--- src/rtl/game_round_ctrl.sv ---
// game_round_ctrl: round sequencer for the falling-object catch game.
// Runs the IDLE/COUNTDOWN/PLAY/PAUSE/OVER state machine and generates the
// level-dependent drop tick. It also keeps score, miss count and level.
// Optional feature macro: GAME_HIGH_SCORE_EN adds a best-score register that
// is updated on entry to OVER. Without the macro, high_score is tied to 0.
module game_round_ctrl #(
    parameter int TICK_BASE        = 1048576,
    parameter int COUNTDOWN_CYCLES = 3145728,
    parameter int LEVEL_STEP       = 5,
    parameter int MAX_MISS         = 3
) (
    input  logic       clk,
    input  logic       rst,
    input  logic       start_btn,
    input  logic       pause_btn,
    input  logic       hit,
    input  logic       miss_in,
    output logic       drop_tick,
    output logic       drop_rst,
    output logic       play_en,
    output logic [2:0] state,
    output logic [7:0] score,
    output logic [3:0] miss,
    output logic [2:0] level,
    output logic [7:0] high_score,
    output logic       game_over
);

    localparam int TW = $clog2(TICK_BASE + 1);
    localparam int CW = $clog2(COUNTDOWN_CYCLES + 1);
    localparam int HW = $clog2(LEVEL_STEP + 1);
    localparam logic [TW-1:0] TICK_BASE_W = TW'(TICK_BASE);
    localparam logic [CW-1:0] CD_LAST     = CW'(COUNTDOWN_CYCLES - 1);
    localparam logic [HW-1:0] HITS_LAST   = HW'(LEVEL_STEP - 1);
    localparam logic [3:0]    MISS_LIMIT  = 4'(MAX_MISS);

    typedef enum logic [2:0] {
        ST_IDLE      = 3'd0,
        ST_COUNTDOWN = 3'd1,
        ST_PLAY      = 3'd2,
        ST_PAUSE     = 3'd3,
        ST_OVER      = 3'd4
    } state_t;

    // Score saturates at 255 rather than wrapping.
    function automatic logic [7:0] sat_score_inc(input logic [7:0] v);
        return (v == 8'hFF) ? v : v + 8'd1;
    endfunction

    // Level saturates at 4, the fastest drop rate.
    function automatic logic [2:0] sat_level_inc(input logic [2:0] v);
        return (v >= 3'd4) ? 3'd4 : v + 3'd1;
    endfunction

    state_t        state_q, state_d;
    logic          start_btn_q, start_btn_d;
    logic          pause_btn_q, pause_btn_d;
    logic          start_rise_q, start_rise_d;
    logic          pause_rise_q, pause_rise_d;
    logic [TW-1:0] tick_cnt_q, tick_cnt_d;
    logic [CW-1:0] cd_cnt_q, cd_cnt_d;
    logic [HW-1:0] hits_lvl_q, hits_lvl_d;
    logic [7:0]    score_q, score_d;
    logic [3:0]    miss_q, miss_d;
    logic [2:0]    level_q, level_d;
    logic          drop_tick_q, drop_tick_d;
    logic          drop_rst_q, drop_rst_d;
    logic          play_en_q, play_en_d;
    logic          game_over_q, game_over_d;
    logic [TW-1:0] tick_last;
`ifdef GAME_HIGH_SCORE_EN
    logic [7:0]    high_score_q, high_score_d;
`endif

    // Next-state and next-output computation for the whole round sequencer.
    always_comb begin
        state_d      = state_q;
        start_btn_d  = start_btn;
        pause_btn_d  = pause_btn;
        start_rise_d = start_btn & ~start_btn_q;
        pause_rise_d = pause_btn & ~pause_btn_q;
        tick_cnt_d   = tick_cnt_q;
        cd_cnt_d     = cd_cnt_q;
        hits_lvl_d   = hits_lvl_q;
        score_d      = score_q;
        miss_d       = miss_q;
        level_d      = level_q;
        drop_tick_d  = 1'b0;
        drop_rst_d   = 1'b0;
        // Period limit follows the registered level, so a level-up mid-period
        // takes effect on the next compare.
        tick_last    = (TICK_BASE_W >> level_q) - TW'(1);

        case (state_q)
            ST_IDLE, ST_OVER: begin
                if (start_rise_q) begin
                    score_d    = 8'd0;
                    miss_d     = 4'd0;
                    level_d    = 3'd0;
                    hits_lvl_d = '0;
                    tick_cnt_d = '0;
                    cd_cnt_d   = '0;
                    drop_rst_d = 1'b1;
                    state_d    = ST_COUNTDOWN;
                end
            end
            ST_COUNTDOWN: begin
                if (cd_cnt_q == CD_LAST) begin
                    tick_cnt_d = '0;
                    state_d    = ST_PLAY;
                end else begin
                    cd_cnt_d = cd_cnt_q + CW'(1);
                end
            end
            ST_PLAY: begin
                if (tick_cnt_q >= tick_last) begin
                    drop_tick_d = 1'b1;
                    tick_cnt_d  = '0;
                end else begin
                    tick_cnt_d = tick_cnt_q + TW'(1);
                end
                if (hit) begin
                    score_d = sat_score_inc(score_q);
                    if (hits_lvl_q == HITS_LAST) begin
                        hits_lvl_d = '0;
                        level_d    = sat_level_inc(level_q);
                    end else begin
                        hits_lvl_d = hits_lvl_q + HW'(1);
                    end
                end
                if (miss_in) begin
                    miss_d = miss_q + 4'd1;
                end
                // A terminating miss takes priority over a pause request.
                if (miss_in && (miss_d == MISS_LIMIT)) begin
                    state_d = ST_OVER;
                end else if (pause_rise_q) begin
                    state_d = ST_PAUSE;
                end
            end
            ST_PAUSE: begin
                if (pause_rise_q) begin
                    state_d = ST_PLAY;
                end
            end
            default: state_d = ST_IDLE;
        endcase

        play_en_d   = (state_d == ST_PLAY);
        game_over_d = (state_d == ST_OVER);

`ifdef GAME_HIGH_SCORE_EN
        high_score_d = high_score_q;
        if ((state_d == ST_OVER) && (state_q != ST_OVER) && (score_d > high_score_q)) begin
            high_score_d = score_d;
        end
`endif
    end

    // State and output registers with synchronous reset.
    always_ff @(posedge clk) begin
        if (rst) begin
            state_q      <= ST_IDLE;
            start_btn_q  <= 1'b0;
            pause_btn_q  <= 1'b0;
            start_rise_q <= 1'b0;
            pause_rise_q <= 1'b0;
            tick_cnt_q   <= '0;
            cd_cnt_q     <= '0;
            hits_lvl_q   <= '0;
            score_q      <= 8'd0;
            miss_q       <= 4'd0;
            level_q      <= 3'd0;
            drop_tick_q  <= 1'b0;
            drop_rst_q   <= 1'b0;
            play_en_q    <= 1'b0;
            game_over_q  <= 1'b0;
`ifdef GAME_HIGH_SCORE_EN
            high_score_q <= 8'd0;
`endif
        end else begin
            state_q      <= state_d;
            start_btn_q  <= start_btn_d;
            pause_btn_q  <= pause_btn_d;
            start_rise_q <= start_rise_d;
            pause_rise_q <= pause_rise_d;
            tick_cnt_q   <= tick_cnt_d;
            cd_cnt_q     <= cd_cnt_d;
            hits_lvl_q   <= hits_lvl_d;
            score_q      <= score_d;
            miss_q       <= miss_d;
            level_q      <= level_d;
            drop_tick_q  <= drop_tick_d;
            drop_rst_q   <= drop_rst_d;
            play_en_q    <= play_en_d;
            game_over_q  <= game_over_d;
`ifdef GAME_HIGH_SCORE_EN
            high_score_q <= high_score_d;
`endif
        end
    end

    assign state     = state_q;
    assign score     = score_q;
    assign miss      = miss_q;
    assign level     = level_q;
    assign drop_tick = drop_tick_q;
    assign drop_rst  = drop_rst_q;
    assign play_en   = play_en_q;
    assign game_over = game_over_q;
`ifdef GAME_HIGH_SCORE_EN
    assign high_score = high_score_q;
`else
    assign high_score = 8'd0;
`endif

endmodule

--- config.mk ---
export PLATFORM = sky130hd
export DESIGN_NAME = game_round_ctrl
export DESIGN_NICKNAME = d
export VERILOG_FILES = /design/src/rtl/game_round_ctrl.sv
export SDC_FILE = /design/constraint.sdc
export NUM_CORES = 1
export LEC_CHECK = 0
export CORE_ASPECT_RATIO = 0.9
export CORE_MARGIN = 2
export CORE_UTILIZATION = 58
export DETAILED_ROUTE_END_ITERATION = 16
export PLACE_DENSITY = 0.8
export SKIP_LAST_GASP = 1
export SYNTH_ARGS = -nofsm -noshare
export SYNTH_HDL_FRONTEND = slang
export SYNTH_SLANG_ARGS = --single-unit
--- constraint.sdc ---
create_clock -name clk -period 3.82 [get_ports clk]
set_input_delay 0.764 -clock clk [delete_from_list [all_inputs] [get_ports clk]]
set_output_delay 0.764 -clock clk [all_outputs]
set_load 0.005 [all_outputs]
==> flow_metrics.py, run 1 <==
metrics = {
    "status": {
        "status": "finished clean",
    },
    "synth": {
        "yosys.area.top_type": "dfxtp_1",
        "synth-edff-count": 0,
        "yosys-top-cells-area": "dfxtp_1, ha_1, nand2_1",
        "synth_top_area_share_pct": 35.9,
        "seq_area_frac_synth_pct": 35.9,
        "async_flop_share_pct": 0,
        "yosysWarnings": 0,
        "ys_types": 61,
        "syn_avg_cell_area_um2": 8.22,
        "synthCells": 489,
        "ys_seq_elements": 72,
        "synth_area_mm2": 0.00402,
        "synthFlopType": "dfxtp_1",
    },
    "pwr": {
        "p_leak_nw": 1.46,
        "power.density_mw_per_mm2": 303,
        "power.share.clock_pct": 40.2,
        "pwr-share-comb_pct": 4.1,
        "p_seq_share_pct": 55.7,
        "vdd_ir_drop_max_uv": 168,
        "p_sw_share_pct": 23.2,
        "power.switching_mw": 0.316,
        "intPower_mw": 1.05,
    },
    "global_routing": {
        "first_global_vias": 3242,
        "grt_max_degree": 21,
        "grt_antenna_before_repair": 0,
        "grt_pass1_wl_mm": 14.8,
        "grtUsageTotal_pct": 23.3,
        "overflow": 0,
    },
    "sta": {
        "fin_setup_tns_ns": 0,
        "rsz0062_at_grt": "false",
        "tightest_slew_ns": 1.14,
        "finalMaxSlewViolations": 0,
        "fin_crit_ns": 3.36,
        "layout_setup_ws_ns": 0.459,
        "maxSlewHeadroom_pct": 24.0,
        "skew_ns": 0.0116,
        "setup_viol": 0,
        "fin_crit_sh_pct": 88.0,
        "fmax_mhz": 298,
        "hold_viol": 0,
    },
    "clock_tree": {
        "cts_root_buf": "clkbuf_8",
        "insertion_delay_ns": 0.34,
        "post-cts-setup-buffers": 0,
        "postCtsHoldBufs": 0,
        "cts_tree": "done",
        "htreeDepth": 3,
        "clock_path_buffers": 2,
        "cts_made_buffers": 9,
        "clk_pin_slew_worst_paths_ns": 0.07,
        "clock_sinks": 72,
        "cts_resized": 0,
    },
    "cells_and_area": {
        "final_cells": 604,
        "drive_above_1_share_pct": 7.78,
        "diodes": 0,
        "fillers": 559,
        "area_delta_synth_final_pct": 11.6,
        "final_nets": 534,
    },
    "detailed_routing": {
        "via_per_inst": 5.82,
        "drc": 0,
        "routed_wl_mm": 8.45,
        "drtIter0Drc": 168,
        "drtAntennaViolNets": 0,
        "num_vias": 3515,
        "wl_per_cell_um": 14.0,
        "dr.pass1.iters": 4,
    },
    "critical_path": {
        "worstSetupStartpoint": "level[0]",
        "end_kind": "flop",
        "required_ns": 4.05,
        "regToRegSetupSlack_ns": 0.46,
        "cp-start-kind": "flop",
        "reg2reg_from": "level[0]",
        "regToRegEndpoint": "tick_cnt_q[9]",
        "critical_path_arrival_ns": 3.59,
        "critPathMaxFanout": 17,
        "critPathKind": "flop to flop",
        "rr_worst_depth": 12,
    },
    "floorplan": {
        "die-area_mm2": 0.00761,
        "core-area_mm2": 0.00666,
        "die_y_um": 83.0,
        "initial_core_util_pct": 60.4,
        "dieWidth_um": 91.8,
        "ios": 36,
        "num_rows": 28,
    },
    "min_path": {
        "min_from": "pause_btn_q",
        "min_delay_path_depth": 1,
        "hold_class": "flop to flop",
        "hold_path_end": "pause_rise_q",
    },
    "placed_design": {
        "port_buffers": 27,
        "dp_cells": 588,
        "place_ws_ns": 0.454,
        "routabilityCongestion": 0.779,
        "hpwl_mm": 5.88,
    },
    "flow_run": {
        "drv_cap": 0,
    },
}
[worst max path at each step]
stage                                to  slack (ns)  cells past startpoint
final                     tick_cnt_q[9]        0.46                     12
after global routing      tick_cnt_q[8]        0.13                     12
after CTS                 tick_cnt_q[9]        0.46                     12
after detailed placement  tick_cnt_q[9]        0.45                     12
after global placement    tick_cnt_q[8]        0.60                     12
after floorplan           tick_cnt_q[5]        0.69                     13
[power groups by stage]
stage	clock (mW)	combinational (mW)	sequential [mW]
4_1_cts	0.558	0.0561	0.758
3_3_place_gp	0	0.0545	0.776
3_5_place_dp	0	0.0560	0.776
2_1_floorplan	0	0.0456	0.774
5_1_grt	0.590	0.0630	0.759
6_report	0.547	0.0562	0.759
[layout by cell type (no fill, tap or decap), drive strengths merged, types with 3 or more instances in the layout]
| cell type | count |
|---|---|
| clkbuf | 14 |
| xor2 | 10 |
| ha | 19 |
| nor4 | 8 |
| clkdlybuf4s50 | 27 |
| nand2 | 57 |
| buf | 6 |
| nor3b | 5 |
| o221a | 3 |
| a211oi | 13 |
| or3 | 12 |
| o22ai | 4 |
| and2 | 4 |
| a31o | 3 |
| a22oi | 3 |
| a31oi | 6 |
| xnor2 | 16 |
| o2111ai | 3 |
| nor2 | 51 |
| o211ai | 4 |
| dfxtp | 72 |
| a21oi | 32 |
| nand3 | 23 |
| nand2b | 3 |
| inv | 12 |
| conb | 8 |
| and4 | 6 |
| or3b | 3 |
| o21ai | 20 |
| nor3 | 9 |
| nor2b | 6 |
| o311ai | 6 |
| nand4 | 18 |
[sequential cells by signal (all words and copies together), names as in the netlist, 3 cells and up]
name,flops
cd_cnt_q,22
tick_cnt_q,21
score,8
miss,4
hits_lvl_q,3
level,3
state,3
[cell usage after synthesis, types with 7 or more instances]
| cell type | instances |
|---|---|
| xnor2_1 | 16 |
| nand2_1 | 57 |
| o21ai_0 | 20 |
| a21oi_1 | 32 |
| clkbuf_1 | 11 |
| xor2_1 | 10 |
| dfxtp_1 | 72 |
| inv_1 | 12 |
| nor3_1 | 9 |
| buf_2 | 7 |
| nor2_1 | 51 |
| ha_1 | 19 |
| a211oi_1 | 12 |
| or3_1 | 11 |
| nand4_1 | 18 |
| nand3_1 | 22 |
| buf_4 | 10 |
[cells by family (layout without fill, tap and decap cells)]
family	Yosys count	count (layout)	synth area share, %
compound gates	107	107	17.9
xor+xnor	26	26	5.66
fa+ha+maj	19	19	5.91
buf+inv	43	61	5.17
flops	72	72	35.9
mux	4	4	1.06
other cells	1	8	0.0933
simple gates	217	217	28.4
[routing by layer]
metal | global-route usage [%] | part of all wire (%)
met5 | 0 | 0
met4 | 7.19 | 0.75
met3 | 5.17 | 3.3
met2 | 36.6 | 46
met1 | 32.1 | 50
[area by class of cell]
| class | instances | area, um^2 | share of cell area (%) |
|---|---|---|---|
| clock inverters | 2 | 13.8 | 0.307 |
| well taps | 90 | 113 | 2.51 |
| clock buffers | 14 | 163 | 3.62 |
| flip-flops and latches | 72 | 1440 | 32.1 |
| repair buffers | 33 | 315 | 7.03 |
| multi-input cells | 381 | 2400 | 53.4 |
| inverters | 12 | 45.0 | 1.00 |
[critical path, stage by stage (launching register included)]
cell	delay (ns)
dfxtp_1	0.43
inv_1	0.09
ha_1	0.26
or3_1	0.41
nor2_1	0.18
a21oi_1	0.07
ha_1	0.29
a211oi_1	0.25
nor2_1	0.12
nor4_4	0.20
buf_4	0.25
nand2_1	0.31
o311ai_0	0.40
[through the flow]
stage                     hold slack (ns)  util [%]  cell area [um^2]  power [mW]
final                               0.386      67.4              4490        1.36
after global routing                0.410      67.4              4490        1.41
after CTS                           0.385      67.4              4490        1.37
after detailed placement            0.374      64.8              4310       0.832
after global placement              0.371      64.8              4310       0.830
after floorplan                     0.367         -              4050       0.819
(Power assumes the default switching activity.)
==> run 2, diff against run 1 <==
--- a/config.mk
+++ b/config.mk
@@ -6,8 +6,9 @@
 export NUM_CORES = 1
 export LEC_CHECK = 0
 export CORE_ASPECT_RATIO = 0.9
-export CORE_MARGIN = 2
+export CORE_MARGIN = 5
 export CORE_UTILIZATION = 58
+export CTS_CLUSTER_SIZE = 25
 export DETAILED_ROUTE_END_ITERATION = 16
 export PLACE_DENSITY = 0.8
 export SKIP_LAST_GASP = 1
==> run 2 against run 1 <==
Effect of this change: worst hold slack got worse by 0.0016 ns; die area rose by 14%; first-iteration DRC count fell by 30%; total power rose by 13%; non-clock buffer count rose by 2; highest routed layer unchanged.
==> flow_metrics.py, run 2 (synthesis results as in run 1) <==
metrics = {
    "placed_design": {
        "postPlaceCellArea_mm2": 0.00433,
        "routabilityCongestion": 0.816,
        "hpwl_mm": 6.18,
        "place_ws_ns": 0.445,
        "port_buffers": 27,
    },
    "flow_run": {
        "drv_cap": 0,
    },
    "pwr": {
        "power.share.clock_pct": 47.0,
        "vdd_ir_drop_max_uv": 339,
        "intPower_mw": 1.21,
        "p_seq_share_pct": 49.3,
        "power.density_mw_per_mm2": 337,
        "p_leak_nw": 1.50,
        "pwr-share-comb_pct": 3.8,
        "power.switching_mw": 0.333,
        "p_sw_share_pct": 21.6,
    },
    "critical_path": {
        "critical_path_arrival_ns": 3.59,
        "cp-start-kind": "flop",
        "critPathKind": "flop to flop",
        "end_kind": "flop",
        "cp_slowest_cell": "dfxtp_1",
        "cpLargestDelayFamily": "simple AND/OR/NAND/NOR gates",
        "critPathMaxStageDelay_ns": 0.43,
        "worstPathCellList": "inv_1 -> ha_1 -> or3_1 -> nor2_1 -> a21oi_1 -> ha_1 -> a211oi_1 -> nor2_1 -> nor4_4 -> buf_4 -> nand2_1 -> o311ai_0",
        "required_ns": 4.06,
        "critPathMaxFanout": 17,
        "worst-path-buf-inv": 2,
    },
    "cells_and_area": {
        "design_area_mm2": 0.00456,
        "diodes": 0,
        "area_delta_synth_final_pct": 13.5,
        "multi_input_area_mm2": 0.00240,
        "drive_above_1_share_pct": 8.53,
        "final_cell_mix": "dfxtp_1, nand2_1, nor2_1",
        "fin_util_pct": 68.5,
        "largest_register_ffs": 22,
        "seq_area_mm2": 0.00144,
        "fillers": 553,
        "regMostFlops": "cd_cnt_q",
        "layout_commonest_cell": "dfxtp_1",
        "final_nets": 536,
    },
    "floorplan": {
        "num_rows": 28,
        "die_y_um": 89.0,
        "dieWidth_um": 97.8,
        "die-area_mm2": 0.00870,
        "core-area_mm2": 0.00666,
        "ios": 36,
        "initial_core_util_pct": 60.4,
    },
    "detailed_routing": {
        "via_per_inst": 5.88,
        "drc": 0,
        "wl_per_cell_um": 14.6,
        "drtAntennaViolNets": 0,
        "drtIter0Drc": 118,
        "num_vias": 3564,
        "dr.pass1.iters": 5,
        "routed_wl_mm": 8.83,
    },
    "clock_tree": {
        "cts_tree": "done",
        "htreeDepth": 3,
        "postCtsHoldBufs": 0,
        "cts_root_buf": "clkbuf_8",
        "post-cts-setup-buffers": 0,
        "clock_sinks": 72,
        "cts_resized": 0,
        "clk_pin_slew_worst_paths_ns": 0.08,
        "clock_path_buffers": 2,
        "insertion_delay_ns": 0.35,
        "cts_made_buffers": 9,
    },
    "min_path": {
        "hold_class": "flop to flop",
    },
    "sta": {
        "setup_viol": 0,
        "fin_setup_tns_ns": 0,
        "rsz0062_at_grt": "false",
        "fin_crit_ns": 3.35,
        "tightest_slew_ns": 1.13,
        "finalMaxSlewViolations": 0,
        "fin_crit_sh_pct": 87.6,
        "skew_ns": 0.00676,
        "layout_setup_ws_ns": 0.474,
        "fmax_mhz": 299,
        "maxSlewHeadroom_pct": 24.3,
        "hold_viol": 0,
    },
    "global_routing": {
        "grt_pass1_wl_mm": 15.2,
        "grt_antenna_before_repair": 0,
        "first_global_vias": 3386,
        "grtUsageTotal_pct": 21.1,
        "overflow": 0,
        "grt_max_degree": 21,
    },
    "status": {
        "status": "finished clean",
    },
}
-- run 2: cell types whose count changed in the layout (fill, tap and decap cells not counted), sizes merged --
cell,previous run,this run
buf,6,8
bufinv,0,3
clkinvlp,0,1
clkbuf,14,10
-- run 2: path summary, 6_finish.rpt --
| kind | startpoint | endpoint | slack (ns) | depth (start not counted) |
|---|---|---|---|---|
| setup / recovery | level[0] | tick_cnt_q[9] | 0.47 | 12 |
| hold / removal | start_btn_q | start_rise_q | 0.38 | 1 |
| setup reg to reg | level[0] | tick_cnt_q[9] | 0.47 | 12 |
| hold reg to reg | start_btn_q | start_rise_q | 0.38 | 1 |
-- run 2: final cells by class --
type                       count  area share [%]
multi-input combinational    381            52.6
sequential                    72            31.6
timing repair buffer          35            7.24
clock buffer                  10            2.80
tap                           90            2.47
clock inverter                 6            2.36
inverter                      12           0.987
-- run 2: metal layers --
layer	GRT usage, %	up-vias	wire [um]
li1	-	1816	-
met1	27.0	1658	4300
met2	35.5	79	4060
met3	5.54	11	371
met4	6.16	0	99
met5	0	-	0
-- run 2: power by group through the flow --
stage	clock (mW)	combinational, mW	sequential, mW
floorplan	0	0.0456	0.774
global placement	0	0.0558	0.776
detailed placement	0	0.0564	0.776
CTS	0.735	0.0568	0.758
global route	0.770	0.0627	0.759
finish	0.723	0.0577	0.758
-- run 2: through the flow --
step	power [mW]	hold WS, ns	cells
global route	1.59	0.412	606
finish	1.54	0.384	606
floorplan	0.819	0.367	496
detailed placement	0.832	0.374	590
global placement	0.831	0.370	590
CTS	1.55	0.385	606
==> run 3, diff against run 2 <==
--- a/config.mk
+++ b/config.mk
@@ -7,10 +7,10 @@
 export LEC_CHECK = 0
 export CORE_ASPECT_RATIO = 0.9
 export CORE_MARGIN = 5
-export CORE_UTILIZATION = 58
+export CORE_UTILIZATION = 52
 export CTS_CLUSTER_SIZE = 25
 export DETAILED_ROUTE_END_ITERATION = 16
-export PLACE_DENSITY = 0.8
+export PLACE_DENSITY = 0.76
 export SKIP_LAST_GASP = 1
 export SYNTH_ARGS = -nofsm -noshare
 export SYNTH_HDL_FRONTEND = slang
==> constraint.sdc (replaced) <==
create_clock -name clk -period 3 [get_ports clk]
set_input_delay 0.6 -clock clk [delete_from_list [all_inputs] [get_ports clk]]
set_output_delay 0.6 -clock clk [all_outputs]
set_load 0.005 [all_outputs]
==> run 3 against run 2 <==
Effect of this change: setup slack got worse by 0.37 ns; die area increased by 10%; first-iteration DRC count increased by 53%; via count increased by 2.9%; global-route usage decreased by 0.91 points; clock-buffer cell count unchanged; wire length increased by 5.0%; maximum frequency increased by 15%; sequential power increased by 27%; clock skew increased by 0.00075 ns; critical endpoint is now tick_cnt_q[8]; highest routed layer unchanged.
==> flow_metrics.py, run 3 (synthesis results as in run 1) <==
metrics = {
    "status": {
        "status": "finished clean",
    },
    "clock_tree": {
        "cts_made_buffers": 9,
        "clock_path_buffers": 2,
        "cts_tree": "done",
        "insertion_delay_ns": 0.35,
        "clock_sinks": 72,
        "htreeDepth": 3,
        "postCtsHoldBufs": 0,
        "clk_pin_slew_worst_paths_ns": 0.08,
        "cts_root_buf": "clkbuf_8",
    },
    "critical_path": {
        "rr_worst_depth": 12,
        "regToRegEndpoint": "tick_cnt_q[8]",
        "reg2reg_from": "level[0]",
        "critical_path_arrival_ns": 3.13,
        "cp-start-kind": "flop",
        "end_kind": "flop",
        "critPathMaxStageDelay_ns": 0.40,
        "worstPathCellList": "inv_1 -> ha_2 -> or3_4 -> nor2_4 -> a21oi_1 -> ha_1 -> and4_4 -> and4bb_2 -> a22oi_2 -> nand2_4 -> buf_12 -> o311ai_0",
        "critPathKind": "flop to flop",
        "critPathMaxFanout": 6,
        "required_ns": 3.23,
        "cp_slowest_cell": "or3_4",
        "regToRegSetupSlack_ns": 0.10,
    },
    "cells_and_area": {
        "seq_area_mm2": 0.00145,
        "diodes": 0,
        "layout_commonest_cell": "dfxtp_1",
        "fillers": 623,
        "area_delta_synth_final_pct": 18.6,
        "fin_util_pct": 63.2,
        "multi_input_area_mm2": 0.00246,
        "final_cell_mix": "dfxtp_1, nand2_1, nor2_1",
        "final_nets": 552,
        "regMostFlops": "cd_cnt_q",
        "largest_register_ffs": 22,
        "drive_above_1_share_pct": 14.1,
    },
    "global_routing": {
        "first_global_vias": 3446,
        "grtUsageTotal_pct": 20.2,
        "grt_max_degree": 20,
        "grt_antenna_before_repair": 0,
        "grt_pass1_wl_mm": 15.7,
        "overflow": 0,
    },
    "flow_run": {
        "drv_cap": 0,
    },
    "detailed_routing": {
        "routed_wl_mm": 9.27,
        "via_per_inst": 5.84,
        "drtAntennaViolNets": 0,
        "num_vias": 3669,
        "wl_per_cell_um": 14.8,
        "drc": 0,
        "drtIter0Drc": 181,
        "dr.pass1.iters": 5,
    },
    "min_path": {
        "min_from": "start_btn_q",
        "hold_path_end": "start_rise_q",
        "hold_class": "flop to flop",
        "min_delay_path_depth": 1,
    },
    "placed_design": {
        "place_ws_ns": -0.159,
        "hpwl_mm": 6.57,
        "routabilityCongestion": 0.825,
        "port_buffers": 27,
    },
    "sta": {
        "layout_setup_ws_ns": 0.102,
        "finalMaxSlewViolations": 0,
        "maxSlewHeadroom_pct": 22.9,
        "tightest_slew_ns": 1.15,
        "fin_crit_sh_pct": 96.6,
        "fin_setup_tns_ns": 0,
        "skew_ns": 0.00751,
        "setup_viol": 0,
        "fmax_mhz": 345,
        "hold_viol": 0,
        "fin_crit_ns": 2.90,
    },
    "floorplan": {
        "initial_core_util_pct": 53.3,
        "core-area_mm2": 0.00754,
        "dieWidth_um": 103,
        "die-area_mm2": 0.00959,
        "num_rows": 30,
        "ios": 36,
        "die_y_um": 93.4,
    },
    "pwr": {
        "p_leak_nw": 1.57,
        "power.density_mw_per_mm2": 401,
        "vdd_ir_drop_max_uv": 274,
    },
}
-- run 3: changes by cell type in the layout (fill, tap and decap cells not counted), sizes merged --
cell / previous run / this run
inv: 12 / 13
clkbuf: 10 / 11
clkinv: 2 / 0
bufinv: 3 / 2
buf: 8 / 23
clkinvlp: 1 / 3
-- run 3: critical path, delay by kind of cell (launching register included) --
| family | cells | cell delay [ns] |
|---|---|---|
| compound gates | 3 | 0.64 |
| simple gates | 5 | 1.06 |
| fa+ha+maj | 2 | 0.50 |
| flops | 1 | 0.37 |
| buf+inv | 2 | 0.20 |
-- run 3: per-layer routing --
metal  routed length (um)  GRT usage, %  vias up
li1                     -             -     1840
met5                    0             0        -
met2                 4440          32.4       75
met3                  396          5.52       16
met4                  119          5.90        0
met1                 4310          26.3     1738
-- run 3: what timing repair did --
action | 4_1_cts | 5_1_grt
pin swaps | 0 | 6
gates resized for setup | 4 | 18
buffers inserted | 0 | 7
setup endpoints to repair | 9 | 19
hold endpoints to repair | 0 | 0
-- run 3: worst max-delay path by stage --
stage / cells past startpoint / startpoint / slack [ns] / endpoint
4_1_cts: 13 / level[1] / 0.02 / tick_cnt_q[12]
6_report: 12 / level[0] / 0.10 / tick_cnt_q[8]
2_1_floorplan: 13 / level[0] / 0.007 / tick_cnt_q[5]
3_3_place_gp: 11 / level[0] / 0.01 / tick_cnt_q[8]
3_5_place_dp: 13 / level[1] / -0.16 / tick_cnt_q[12]
5_1_grt: 13 / level[0] / -0.05 / tick_cnt_q[5]
-- run 3: power breakdown --
| group | total (mW) | internal (mW) | switching (mW) |
|---|---|---|---|
| Clock | 0.872 | 0.493 | 0.379 |
| Combinational | 0.0750 | 0.0273 | 0.0477 |
| Sequential | 0.964 | 0.959 | 0.00502 |
-- run 3: stage by stage --
| step | area [um^2] | total power, mW | hold slack, ns | instances |
|---|---|---|---|---|
| after detailed placement | 4410 | 1.06 | 0.382 | 605 |
| after global routing | 4770 | 1.97 | 0.409 | 628 |
| final | 4770 | 1.91 | 0.390 | 628 |
| after floorplan | 4050 | 1.04 | 0.367 | 496 |
| after CTS | 4650 | 1.93 | 0.394 | 621 |
| after global placement | 4410 | 1.06 | 0.370 | 605 |
-- run 3: layout make-up --
| cell class | count | area share [%] |
|---|---|---|
| clock buffer | 10 | 2.89 |
| clock inverter | 6 | 1.92 |
| inverter | 12 | 0.944 |
| multi-input combinational | 381 | 51.6 |
| sequential | 72 | 30.3 |
| tap | 96 | 2.52 |
| timing repair buffer | 51 | 9.78 |
==> edit 1: new RTL, config.mk and constraints of run 2 <==
The parameter `TICK_BASE` goes from 1048576 to 2097152.
--- a/src/rtl/game_round_ctrl.sv
+++ b/src/rtl/game_round_ctrl.sv
@@ -4,7 +4,7 @@
 // Optional feature macro: GAME_HIGH_SCORE_EN adds a best-score register that
 // is updated on entry to OVER. Without the macro, high_score is tied to 0.
 module game_round_ctrl #(
-    parameter int TICK_BASE        = 1048576,
+    parameter int TICK_BASE        = 2097152,
     parameter int COUNTDOWN_CYCLES = 3145728,
     parameter int LEVEL_STEP       = 5,
     parameter int MAX_MISS         = 3
Function: no difference found for any inputs over 10 cycles, from zero or initial values and one cycle with rst high; that may be too few to reach the edited logic, so the function may still have changed.
==> edit 1 against run 2 <==
- die area is 3.0% lower
- worst setup slack got worse by 0.14 ns
- maximum frequency down 4.1%
- final area decreased by 4.9%
- synthesized area down 3.4%
- routed wire length is 7.1% lower
- critical endpoint is now tick_cnt_q[10]
- total power decreased by 8.4%
- sequential cell count increased by 1
==> edit 1: results (changes against run 2) <==
The logs give 3061 (was 3386) for the via count of the first global-routing pass and 0.8174 (was 0.8162) for the weighted congestion at the end of routability-driven global placement. The data arrival time of the worst path came out at 3.76 ns (was 3.59 ns). The actual transition at the worst max-transition pin is 1.072 ns (was 1.133 ns), and the placed wire-length estimate after detailed placement is 5766 um (was 6181 um). Startpoint of the most critical hold path: pause_btn_q (was start_btn_q). Area fraction of clock buffers and clock inverters: 4.241% (was 5.156%). The count of plain and timing-repair buffers in the layout was 30 (was 35); the area taken by flip-flops and latches was 0.001461 mm^2 (was 0.001441 mm^2).

The logs give 3425 (was 3564) for the total number of vias and 14240 um (was 15170 um) for the first-pass GRT wire length. The peak supply drop was 0.1978 mV (was 0.3386 mV); the smallest setup slack after layout was 0.3317 ns (was 0.4742 ns). The net switching power of the design is 0.3170 mW (was 0.3330 mW), and the final net count is 519 (was 536). The logs give 0.3563 ns (was 0.4454 ns) for the worst slack at placement and 0.009900 ns (was 0.006758 ns) for the clock skew after layout. The flow ran to the end, and the final reports show no timing, DRC or antenna violations.

The tools report the end point of the critical path as tick_cnt_q[10] (was tick_cnt_q[9]). Cell types with the largest area share after synthesis: sky130_fd_sc_hd__dfxtp_1, sky130_fd_sc_hd__ha_1, sky130_fd_sc_hd__nand3_1 (was sky130_fd_sc_hd__dfxtp_1, sky130_fd_sc_hd__ha_1, sky130_fd_sc_hd__nand2_1). The peak fanout along the critical path is 15 (was 17), and the worst hold slack after final layout is 0.3852 ns (was 0.3841 ns). The non-clock buffer contribution to total cell area came out at 6.751% (was 7.241%).

The tools report the multi-input logic area as 0.002237 mm^2 (was 0.002397 mm^2). The largest stage delay on the critical path was 0.53 ns (was 0.43 ns); the overall global routing resource usage was 21.04% (was 21.06%). Top cells by instance count after synthesis: sky130_fd_sc_hd__dfxtp_1, sky130_fd_sc_hd__nor2_1, sky130_fd_sc_hd__nand2_1, sky130_fd_sc_hd__nand3_1, sky130_fd_sc_hd__a21oi_1 (was sky130_fd_sc_hd__dfxtp_1, sky130_fd_sc_hd__nand2_1, sky130_fd_sc_hd__nor2_1, sky130_fd_sc_hd__a21oi_1, sky130_fd_sc_hd__nand3_1).

The slowest stage cell on the critical path is sky130_fd_sc_hd__or3_1 (was sky130_fd_sc_hd__dfxtp_1). The met2 capacity usage during global routing is 33.04% (was 35.47%). The iteration count of the initial detailed-routing pass is 4 (was 5).

The fraction of final layout cells sized beyond drive strength 1 works out to 6.827% (was 8.527%). The tools report the worst hold path endpoint as pause_rise_q (was start_rise_q). For the total routed wirelength, the log shows 8206 um (was 8830 um).

The met3 track demand over resource in global routing was 5.498% (was 5.538%); the inverter count was 13 (was 12). The logs give 54.5% (was 49.3%) for the sequential power share and 73 (was 72) for the number of sinks handled by clock tree synthesis. The tools report the count of different cell masters after synthesis as 53 (was 61).
-- edit 1: cell count changes in the layout (fill, tap and decap cells not counted), moves of 4 or more --
| cell | delta |
|---|---|
| sky130_fd_sc_hd__nand2_1 | -14 |
| sky130_fd_sc_hd__o21ai_0 | -5 |
| sky130_fd_sc_hd__a211oi_1 | -7 |
| sky130_fd_sc_hd__buf_4 | -5 |
| sky130_fd_sc_hd__a21oi_1 | -4 |
| sky130_fd_sc_hd__a31oi_1 | +13 |
| sky130_fd_sc_hd__o311ai_0 | -4 |
| sky130_fd_sc_hd__and2_1 | +4 |
| sky130_fd_sc_hd__xnor2_1 | -4 |
| sky130_fd_sc_hd__or3_1 | +8 |
| sky130_fd_sc_hd__and4_1 | -4 |
| sky130_fd_sc_hd__nand3_1 | +18 |
-- edit 1: per-layer routing --
| layer | routed length [um] | part of all wire (%) |
|---|---|---|
| met5 | 0 | 0 |
| met4 | 69 | 0.84 |
| met3 | 357 | 4.4 |
| met2 | 3790 | 46 |
| met1 | 3988 | 49 |
-- edit 1: cells by family (layout without fill, tap and decap cells) --
kind of cell	Yosys count	count (layout)	share of synthesized area [%]
XOR/XNOR	25	25	5.638
buffers and inverters	40	57	5.476
AO/OA/AOI/OAI	80	80	12.50
AND/OR/NAND/NOR	234	234	32.06
flip-flops	73	73	37.63
adder cells (fa/ha/maj)	18	18	5.799
multiplexers	3	3	0.8054
other	1	8	0.09656
-- edit 1: repair_timing --
item,in CTS,in global routing
gates resized for setup,0,1
setup endpoints to repair,0,5
hold buffers,0,0
-- edit 1: stage by stage --
stage	std cells	total power, mW	instance area (um^2)	utilization [%]
floorplan	481	0.8283	3910	-
global placement	574	0.8393	4151	63.37
detailed placement	574	0.8403	4151	63.37
CTS	588	1.418	4335	66.18
global route	588	1.459	4337	66.20
finish	588	1.410	4337	66.20
==> edit 2: new RTL, flow settings as in run 2 <==
Made on the original files. Register the inputs `start_btn`, `pause_btn`, `hit` and `miss_in` before use. The logic sees them one clock later.
--- a/src/rtl/game_round_ctrl.sv
+++ b/src/rtl/game_round_ctrl.sv
@@ -42,6 +42,18 @@
         ST_OVER      = 3'd4
     } state_t;
 
+    logic start_btn_r;
+    logic pause_btn_r;
+    logic hit_q;
+    logic miss_r;
+
+    always_ff @(posedge clk) begin
+        start_btn_r <= start_btn;
+        pause_btn_r <= pause_btn;
+        hit_q       <= hit;
+        miss_r      <= miss_in;
+    end
+
     // Score saturates at 255 rather than wrapping.
     function automatic logic [7:0] sat_score_inc(input logic [7:0] v);
         return (v == 8'hFF) ? v : v + 8'd1;
@@ -75,10 +87,10 @@
     // Next-state and next-output computation for the whole round sequencer.
     always_comb begin
         state_d      = state_q;
-        start_btn_d  = start_btn;
-        pause_btn_d  = pause_btn;
-        start_rise_d = start_btn & ~start_btn_q;
-        pause_rise_d = pause_btn & ~pause_btn_q;
+        start_btn_d  = start_btn_r;
+        pause_btn_d  = pause_btn_r;
+        start_rise_d = start_btn_r & ~start_btn_q;
+        pause_rise_d = pause_btn_r & ~pause_btn_q;
         tick_cnt_d   = tick_cnt_q;
         cd_cnt_d     = cd_cnt_q;
         hits_lvl_d   = hits_lvl_q;
@@ -119,7 +131,7 @@
                 end else begin
                     tick_cnt_d = tick_cnt_q + TW'(1);
                 end
-                if (hit) begin
+                if (hit_q) begin
                     score_d = sat_score_inc(score_q);
                     if (hits_lvl_q == HITS_LAST) begin
                         hits_lvl_d = '0;
@@ -128,11 +140,11 @@
                         hits_lvl_d = hits_lvl_q + HW'(1);
                     end
                 end
-                if (miss_in) begin
+                if (miss_r) begin
                     miss_d = miss_q + 4'd1;
                 end
                 // A terminating miss takes priority over a pause request.
-                if (miss_in && (miss_d == MISS_LIMIT)) begin
+                if (miss_r && (miss_d == MISS_LIMIT)) begin
                     state_d = ST_OVER;
                 end else if (pause_rise_q) begin
                     state_d = ST_PAUSE;
Formal check against the unedited RTL: not equivalent (a bounded check fails within 4 cycles, from zero or initial values and one cycle with rst high).
==> edit 2 against run 2 <==
- sequential cell count is 4 higher
- critical endpoint is now tick_cnt_q[8]
- final area increased by 1.1%
- routed wire length increased by 0.93%
- non-clock buffer count rose by 1
- synthesized area up 2.0%
- total power shrank 4.5%
- worst setup slack worse by 0.045 ns
- via count rose by 2.5%
- combinational power is 3% lower
==> edit 2: results (changes against run 2) <==
Average wire per standard cell: 14.51 um (was 14.57 um). For the placed instance area, the log shows 0.004418 mm^2 (was 0.004327 mm^2). Top cells by instance count after synthesis: sky130_fd_sc_hd__dfxtp_1, sky130_fd_sc_hd__nand2_1, sky130_fd_sc_hd__nor2_1, sky130_fd_sc_hd__a21oi_1, sky130_fd_sc_hd__nand3_1 (unchanged).

The power per cell area works out to 318.6 mW/mm^2 (was 337.3 mW/mm^2). The run gives 0.005044 ns (was 0.006758 ns) as the clock skew after layout. The tools report the maximum clock insertion buffer count as 2 (unchanged). The parity-gate share of the synthesized area counting xor and xnor cells was 5.554% (was 5.664%); the worst slack at placement was 0.4584 ns (was 0.4454 ns).

The largest stage delay on the critical path was 0.41 ns (was 0.43 ns); the compound-gate portion of the synthesized area was 17.55% (was 17.90%). The H-tree depth is 3 (unchanged). The share of the yosys chip area belonging to registers is 37.11% (was 35.85%).

The logs give 41.5% (was 47.0%) for the relative contribution of the clock network to total power and 0.2587 mV (was 0.3386 mV) for the peak supply drop. The tools report the final net count as 541 (was 536). The peak fanout along the critical path was 14 (was 17). The weighted congestion at the end of routability-driven global placement was 0.8588 (was 0.8162); the placed wire-length estimate after detailed placement was 6282 um (was 6181 um). The fraction of registers with async set or reset after synthesis is 0% (unchanged), and the actual transition at the worst max-transition pin is 1.144 ns (was 1.133 ns). The placed cell count was 598 (was 590); the iteration count of the initial detailed-routing pass was 5 (unchanged). Number of setup buffers added after CTS: 0 (unchanged). The number of instances in the synthesized netlist came out at 493 (was 489). Cell types with the largest area share after synthesis: sky130_fd_sc_hd__dfxtp_1, sky130_fd_sc_hd__ha_1, sky130_fd_sc_hd__nand2_1 (unchanged). For the total CTS buffers, the log shows 9 (unchanged). The overall global routing resource usage is 20.31% (was 21.06%).

The cell at the root of the clock tree is sky130_fd_sc_hd__clkbuf_8 (unchanged). The average vias per placed instance works out to 5.951 (was 5.881). The logs give 54.7% (was 49.3%) for the sequential power share and 3310 (was 3386) for the via count of the first global-routing pass. The data arrival time of the worst path is 3.63 ns (was 3.59 ns). Adder-cell share of the synthesized area: 5.798% (was 5.913%).

Final-report hold violation count: 0 (unchanged). The flow ran to the end, and the final reports show no timing, DRC or antenna violations. The first-pass GRT wire length is 15250 um (was 15170 um), and the share of cell area taken by muxes after synthesis is 1.038% (was 1.058%).

The violation count after the first detailed-routing iteration is 148 (was 118), and the fraction of final layout cells sized beyond drive strength 1 is 8.445% (was 8.527%). The share of total power consumed by net switching works out to 22.56% (was 21.64%). The pin count of the biggest net entering global routing was 19 (was 21); the number of flip-flops under the largest register name was 22 (unchanged). The tools report the leakage power summed over all cells as 1.520 nW (was 1.498 nW). The total routed wirelength was 8912 um (was 8830 um).
edit 2: final timing paths:
| kind | to | startpoint | slack [ns] | depth (start not counted) |
|---|---|---|---|---|
| worst max-delay path | tick_cnt_q[8] | level[0] | 0.43 | 12 |
| worst min-delay path | start_rise_q | start_btn_q | 0.38 | 1 |
| worst max register to register | tick_cnt_q[8] | level[0] | 0.43 | 12 |
| worst min register to register | start_rise_q | start_btn_q | 0.38 | 1 |
edit 2: layout make-up:
type	count	area, um^2
Multi-Input combinational cell	381	2397
Fill cell	593	2355
Sequential cell	76	1521
Timing Repair Buffer	36	337.8
Clock buffer	12	145.1
Tap cell	93	116.4
Clock inverter	4	48.80
Inverter	12	45.04
edit 2: routing by layer:
layer | vias to the layer above | global-route usage, % | wire length, um
met2 | 87 | 33.00 | 4302
met5 | - | 0 | 0
met1 | 1734 | 26.29 | 4134
li1 | 1824 | - | -
met4 | 0 | 6.371 | 65
met3 | 9 | 5.418 | 409
